--- src/rtl/pipe_pkg.sv ---
// Shared definitions for the MIPS inter-stage pipeline registers: control-vector
// bit positions, the default bubble encoding and data-lane indices.
package pipe_pkg;

    localparam int unsigned CTRL_W = 13;

    localparam int unsigned CTRL_REGWRITE  = 0;
    localparam int unsigned CTRL_MEMTOREG  = 1;
    localparam int unsigned CTRL_BRANCH    = 2;
    localparam int unsigned CTRL_MEMREAD   = 3;
    localparam int unsigned CTRL_MEMWRITE  = 4;
    localparam int unsigned CTRL_REGDST    = 5;
    localparam int unsigned CTRL_ALUOP_LSB = 6;
    localparam int unsigned CTRL_ALUOP_W   = 6;
    localparam int unsigned CTRL_ALUSRC    = 12;

    // All-zero control: no register write, no memory access.
    localparam logic [CTRL_W-1:0] CTRL_BUBBLE_DFLT = '0;

    localparam int unsigned LANE_PC  = 0;
    localparam int unsigned LANE_RD1 = 1;
    localparam int unsigned LANE_RD2 = 2;
    localparam int unsigned LANE_IMM = 3;

    // True when a control word would change architectural state.
    function automatic logic ctrl_writes(input logic [CTRL_W-1:0] ctrl);
        return ctrl[CTRL_REGWRITE] | ctrl[CTRL_MEMWRITE];
    endfunction

endpackage

--- src/rtl/sat_counter.sv ---
// Saturating up-counter with synchronous clear (clear beats increment) and
// asynchronous active-low reset.
module sat_counter #(
    parameter int unsigned W = 16
) (
    input  logic         clk_i,
    input  logic         rst_ni,
    input  logic         inc_i,
    input  logic         clr_i,
    output logic [W-1:0] cnt_o
);

    logic [W-1:0] cnt_q, cnt_d;

    always_comb begin
        cnt_d = cnt_q;
        if (clr_i) begin
            cnt_d = '0;
        end else if (inc_i && (cnt_q != {W{1'b1}})) begin
            cnt_d = cnt_q + 1'b1;
        end
    end

    always_ff @(posedge clk_i or negedge rst_ni) begin
        if (!rst_ni) begin
            cnt_q <= '0;
        end else begin
            cnt_q <= cnt_d;
        end
    end

    assign cnt_o = cnt_q;

endmodule

--- src/rtl/pipe_stage_reg.sv ---
// Generic pipeline register (ID/EX, EX/MEM, MEM/WB) with stall, flush and bubble handling.
// Stall/bubble performance counters are built only when PIPE_STAGE_PERF_EN is defined.
module pipe_stage_reg #(
    parameter int unsigned DATA_W    = 32,
    parameter int unsigned NUM_DATA  = 4,
    parameter int unsigned RADDR_W   = 5,
    parameter int unsigned NUM_RADDR = 2,
    parameter int unsigned CTRL_W    = pipe_pkg::CTRL_W,
    parameter logic [CTRL_W-1:0] CTRL_BUBBLE = CTRL_W'(pipe_pkg::CTRL_BUBBLE_DFLT),
    parameter int unsigned CNT_W     = 16
) (
    input  logic                          Clk_in,
    input  logic                          Reset_n_in,
    input  logic                          Stall_in,
    input  logic                          Flush_in,
    input  logic                          Valid_in,
    input  logic [NUM_DATA*DATA_W-1:0]    Data_in,
    input  logic [NUM_RADDR*RADDR_W-1:0]  Raddr_in,
    input  logic [CTRL_W-1:0]             Ctrl_in,
    input  logic                          CntClr_in,
    output logic                          Valid_out,
    output logic [NUM_DATA*DATA_W-1:0]    Data_out,
    output logic [NUM_RADDR*RADDR_W-1:0]  Raddr_out,
    output logic [CTRL_W-1:0]             Ctrl_out,
    output logic [CNT_W-1:0]              StallCnt_out,
    output logic [CNT_W-1:0]              BubbleCnt_out
);

    logic                         valid_q, valid_d;
    logic [NUM_DATA*DATA_W-1:0]   data_q, data_d;
    logic [NUM_RADDR*RADDR_W-1:0] raddr_q, raddr_d;
    logic [CTRL_W-1:0]            ctrl_q, ctrl_d;

    // Priority: flush > stall > load.
    always_comb begin
        valid_d = valid_q;
        data_d  = data_q;
        raddr_d = raddr_q;
        ctrl_d  = ctrl_q;
        if (Flush_in) begin
            valid_d = 1'b0;
            data_d  = '0;
            raddr_d = '0;
            ctrl_d  = CTRL_BUBBLE;
        end else if (!Stall_in) begin
            // Lanes are captured even for an upstream bubble to aid debug.
            valid_d = Valid_in;
            data_d  = Data_in;
            raddr_d = Raddr_in;
            ctrl_d  = Valid_in ? Ctrl_in : CTRL_BUBBLE;
        end
    end

    always_ff @(posedge Clk_in or negedge Reset_n_in) begin
        if (!Reset_n_in) begin
            valid_q <= 1'b0;
            data_q  <= '0;
            raddr_q <= '0;
            ctrl_q  <= CTRL_BUBBLE;
        end else begin
            valid_q <= valid_d;
            data_q  <= data_d;
            raddr_q <= raddr_d;
            ctrl_q  <= ctrl_d;
        end
    end

    assign Valid_out = valid_q;
    assign Data_out  = data_q;
    assign Raddr_out = raddr_q;
    assign Ctrl_out  = ctrl_q;

`ifdef PIPE_STAGE_PERF_EN
    logic stall_inc;
    logic bubble_inc;

    // A bubble is counted on every edge that writes Valid_out=0; a stall writes nothing.
    assign stall_inc  = Stall_in & ~Flush_in;
    assign bubble_inc = Flush_in | (~Stall_in & ~Valid_in);

    sat_counter #(
        .W (CNT_W)
    ) u_stall_cnt (
        .clk_i  (Clk_in),
        .rst_ni (Reset_n_in),
        .inc_i  (stall_inc),
        .clr_i  (CntClr_in),
        .cnt_o  (StallCnt_out)
    );

    sat_counter #(
        .W (CNT_W)
    ) u_bubble_cnt (
        .clk_i  (Clk_in),
        .rst_ni (Reset_n_in),
        .inc_i  (bubble_inc),
        .clr_i  (CntClr_in),
        .cnt_o  (BubbleCnt_out)
    );
`else
    logic unused_cnt_clr;

    assign unused_cnt_clr = CntClr_in;
    assign StallCnt_out   = '0;
    assign BubbleCnt_out  = '0;
`endif

endmodule

--- config.mk ---
export PLATFORM = sky130hd
export DESIGN_NAME = pipe_stage_reg
export DESIGN_NICKNAME = d
export VERILOG_FILES = /design/src/rtl/pipe_pkg.sv /design/src/rtl/sat_counter.sv /design/src/rtl/pipe_stage_reg.sv
export SDC_FILE = /design/constraint.sdc
export NUM_CORES = 1
export LEC_CHECK = 0
export CAP_MARGIN = 5
export CELL_PAD_IN_SITES_DETAIL_PLACEMENT = 1
export CELL_PAD_IN_SITES_GLOBAL_PLACEMENT = 1
export CORE_MARGIN = 4
export CORE_UTILIZATION = 32
export CTS_BUF_LIST = sky130_fd_sc_hd__clkbuf_16
export DETAILED_ROUTE_END_ITERATION = 8
export GPL_TIMING_DRIVEN = 0
export PLACE_DENSITY_LB_ADDON = 0.1
export SETUP_SLACK_MARGIN = 0.15
export SLEW_MARGIN = 20
export SYNTH_ARGS = -nofsm -noshare
export SYNTH_HDL_FRONTEND = slang
export SYNTH_HIERARCHICAL = 1
export SYNTH_SLANG_ARGS = --single-unit
--- constraint.sdc ---
create_clock -name Clk_in -period 2.65 [get_ports Clk_in]
set_clock_uncertainty 0.2 [all_clocks]
set_input_delay 0.53 -clock Clk_in [delete_from_list [all_inputs] [get_ports Clk_in]]
set_output_delay 0.53 -clock Clk_in [all_outputs]
set_load 0.05 [all_outputs]
# Word-level counts from Yosys, hierarchy flattened
# Cells that the tools add are included.
[totals] ff_bits=152 inputBits=157
[classes] n_eq_ne=1 mux=9
[op_table] operator="128-bit two-way mux" n=2
[op_table] operator="13-bit two-way mux" n=3
[op_table] operator="10-bit two-way mux" n=2
[op_table] operator="1-bit two-way mux" n=2
[op_table] operator="2-bit by 1-bit != test with 1-bit output, second input constant" n=1

# Logic depth before layout (Yosys ltp)
[depth] depth_word=3 depth_mapped=5 depth_no_buf=2

# Worst setup path before layout
# No wires, ideal clock.
[synth_path] path_kind="input-to-reg" from="input Stall_in" to="register data_q[100] (netlist: Data_out[100])" setup_time_ns=0.132 arrival_time_ns=1.192 required_time_ns=2.318 path_slack_ns=1.126 stages=5 cell_sequence="buf_4 buf_8 buf_8 mux2i_1 nor2_1"
[synth_between] elab_chain_len=1
[synth_lines] element="from (decl)" line_no="pipe_stage_reg.sv:14" source="input logic Stall_in,"
[synth_lines] element="2-bit by 1-bit != test with 1-bit output (no line)"
[synth_lines] element="to (signal assigned)" line_no="pipe_stage_reg.sv:62" source="data_q <= data_d;"
[synth_lines] element="to (decl)" line_no="pipe_stage_reg.sv:30" source="logic [NUM_DATA*DATA_W-1:0] data_q, data_d;"
# Every way passes these cells.
# A chain may end at the register's enable or synchronous reset.

# Final worst setup path
[layout_path] from="register data_q[117] (netlist: Data_out[117])" to="output Data_out[117]"
[layout_lines] element="to (decl)" line_no="pipe_stage_reg.sv:22" source="output logic [NUM_DATA*DATA_W-1:0] Data_out,"
# No word-level cell between the ends.

==> metrics.md <==
| Metric | Value |
|---|---|
| Slowest stage cell, crit path | `clkdlybuf4s50_1` |
| Max-slew violations | `0` |
| Post-layout instance area | `10,600 um2` |
| Rows | `51` |
| Post-Synthesis Cells | `516` |
| Crit-path leading delay family | `buffers and inverters` |
| Vias in the first global route | `5,936` |
| H-tree Lvls | `4` |
| Flops & latches, synth | `152` |
| Dpl hpwl | `16.6 mm` |
| CP startpoint kind | `register` |
| Global-route wire length before repair | `33.0 mm` |
| Number of top-level pins | `341` |
| Synth top area share | `0.595` |
| Post-CTS sizing | `0` |
| Hold Vio Cnt, Final | `0` |
| DR vias/cell | `4.48` |
| Worst endpoint required time | `1920 ps` |
| Worst skew pair latency | `410 ps` |
| Critical Path Max Stage Delay | `880 ps` |
| Final period util | `0.898` |
| Pre-antenna DRT Iters | `4` |
| GRT overflow | `0` |
| Die height | `149 um` |
| Overall Power | `6.65 mW` |
| Initial Util | `0.327` |
| Fmax | `420 MHz` |
| Netlist cell types | `14` |
| RSZ-0062 raised after global routing | `no` |
| VDD IR-drop max | `0.000421 V` |
| Hold Path Class | `reg -> reg` |
| Final cell count without fillers | `1,150` |
| Input/output buffers | `305` |
| Fin util | `0.541` |
| Crit Path Max Fanout | `2` |
| DR DRC count | `0` |
| Final ANT Viol Nets | `0` |
| Critical path class | `reg -> out` |
| Inserted Clock Buffers | `17` |
| Worst Hold Margin | `298 ps` |
| Placed Cells incl. Taps | `1,118` |
| CP Buf/Inv Count | `1` |
| Top cells by area, synth | `dfrtp_1 60%, mux2i_1 22%, nor2_1 8.2%` |
| Min Tclk post-route | `2380 ps` |
| WL/cell | `18.6 um` |
| Routability Congestion | `0.777` |
| Largest net degree at the start of global routing | `84` |
| Mapped Area | `6390 um2` |
| Vias after detailed routing | `5,148` |
| Die Area | `22,300 um2` |
| Commonest cells after routing, fill and taps aside | `304 x clkdlybuf4s50_1, 152 x dfrtp_1, 139 x mux2i_1, 139 x nor2_1, 38 x buf_4` |
| Fin Setup TNS | `0 ps` |
| Outcome | `finished, final reports clean` |
| Final net count | `1,030` |
| Lkg Pwr | `5.03 nW` |
| CTS root buf | `clkbuf_16` |
| Max cap viols | `0` |
| DIE WIDTH | `149 um` |
| CTS tree | `built` |
| Slew headroom | `0.599` |
| Fillers | `2,068` |
| Pwr Density | `630 nW/um2` |
| Yosys warns | `6` |
| Post-route setup slack | `271 ps` |
| CTS max path bufs | `2` |
| Clock transition at the registers of the reported paths | `60 ps` |
| Area leader, netlist | `dfrtp_1` |
| Area growth from synthesis to layout | `65.3%` |
| GRT Util Overall | `0.192` |
| WL final | `21.3 mm` |
| Final setup viols | `0` |
| Setup WS pre-CTS | `650 ps` |
| Initial antenna violation count | `1` |
| Share of layout cells above drive strength 1 | `0.0973` |
| DR iter-0 viols | `120` |
| Most common cell after layout, fill and taps aside | `clkdlybuf4s50_1` |
| Setup crit end kind | `output port` |
| Num Clock Sinks | `152` |
| Post-DP Area | `9920 um2` |
| Crit-path cells | `clkdlybuf4s50_1` |
| Avg Cell Area, Syn | `12.4 um2` |
| Register area share after synthesis | `0.595` |
| Worst slew pin tran | `599 ps` |
| Core area | `19,500 um2` |
| CP Data Arrival Time | `1650 ps` |
repair_timing:
item / in CTS / in global routing
setup buffers: 0 / 0
hold buffers: 1 / 0
setup endpoints to repair: 0 / 0
endpoints found under the hold margin: 69 / 0
kinds of logic after synthesis:
logic type | share of synthesized area
multiplexers | 0.218
buffers and inverters | 0.0815
AO/OA/AOI/OAI | 0.0196
other | 0.000587
flip-flops | 0.595
AND/OR/NAND/NOR | 0.0854
routing by layer:
metal / up-vias / wire [um] / GRT usage
met5: - / 0 / 0
met4: 0 / 702 / 0.0851
met3: 44 / 1740 / 0.0647
met2: 228 / 10700 / 0.329
met1: 2511 / 8190 / 0.219
li1: 2365 / - / -
cells in the mapped netlist:
| master | number |
|---|---|
| a21oi_1 | 1 |
| a32o_1 | 12 |
| buf_2 | 8 |
| buf_4 | 38 |
| buf_8 | 10 |
| clkbuf_1 | 11 |
| conb_1 | 1 |
| dfrtp_1 | 152 |
| inv_1 | 1 |
| mux2i_1 | 139 |
| nand2_1 | 1 |
| nand3b_1 | 1 |
| nor2_1 | 139 |
| nor2b_1 | 2 |
flip-flops by register name (all words and copies together) (netlist names):
| name | count |
|---|---|
| Ctrl_out | 13 |
| Data_out | 128 |
| Raddr_out | 10 |
| Valid_out | 1 |
final cells by class:
class	count	area [um2]	share of cell area
plain buffers	67	517	0.0489
repair buffers	307	3100	0.293
well taps	265	332	0.0314
diodes	1	2.50	0.000237
flip-flops and latches	152	3800	0.360
multi-input cells	327	2180	0.207
clock buffers	17	425	0.0403
inverters	1	3.75	0.000355
clock inverters	13	203	0.0192
power by group:
part | total (mW) | switching [mW] | internal [mW]
combinational | 1.52 | 0.911 | 0.604
sequential | 2.52 | 0.0733 | 2.45
clock | 2.61 | 0.954 | 1.66
path summary, 6_finish.rpt:
path	start	endpoint	slack [ps]	cells past startpoint
setup / recovery	Data_out[117]	Data_out[117]	270	1
hold / removal	Ctrl_out[10]	Ctrl_out[10]	300	1
setup reg to reg	Data_out[74]	Data_out[74]	1690	2
hold reg to reg	Ctrl_out[10]	Ctrl_out[10]	300	1
max in group asynchronous	Reset_n_in	Ctrl_out[1]	980	3
min in group asynchronous	Reset_n_in	Data_out[51]	460	2
(Power assumes the default switching activity.)
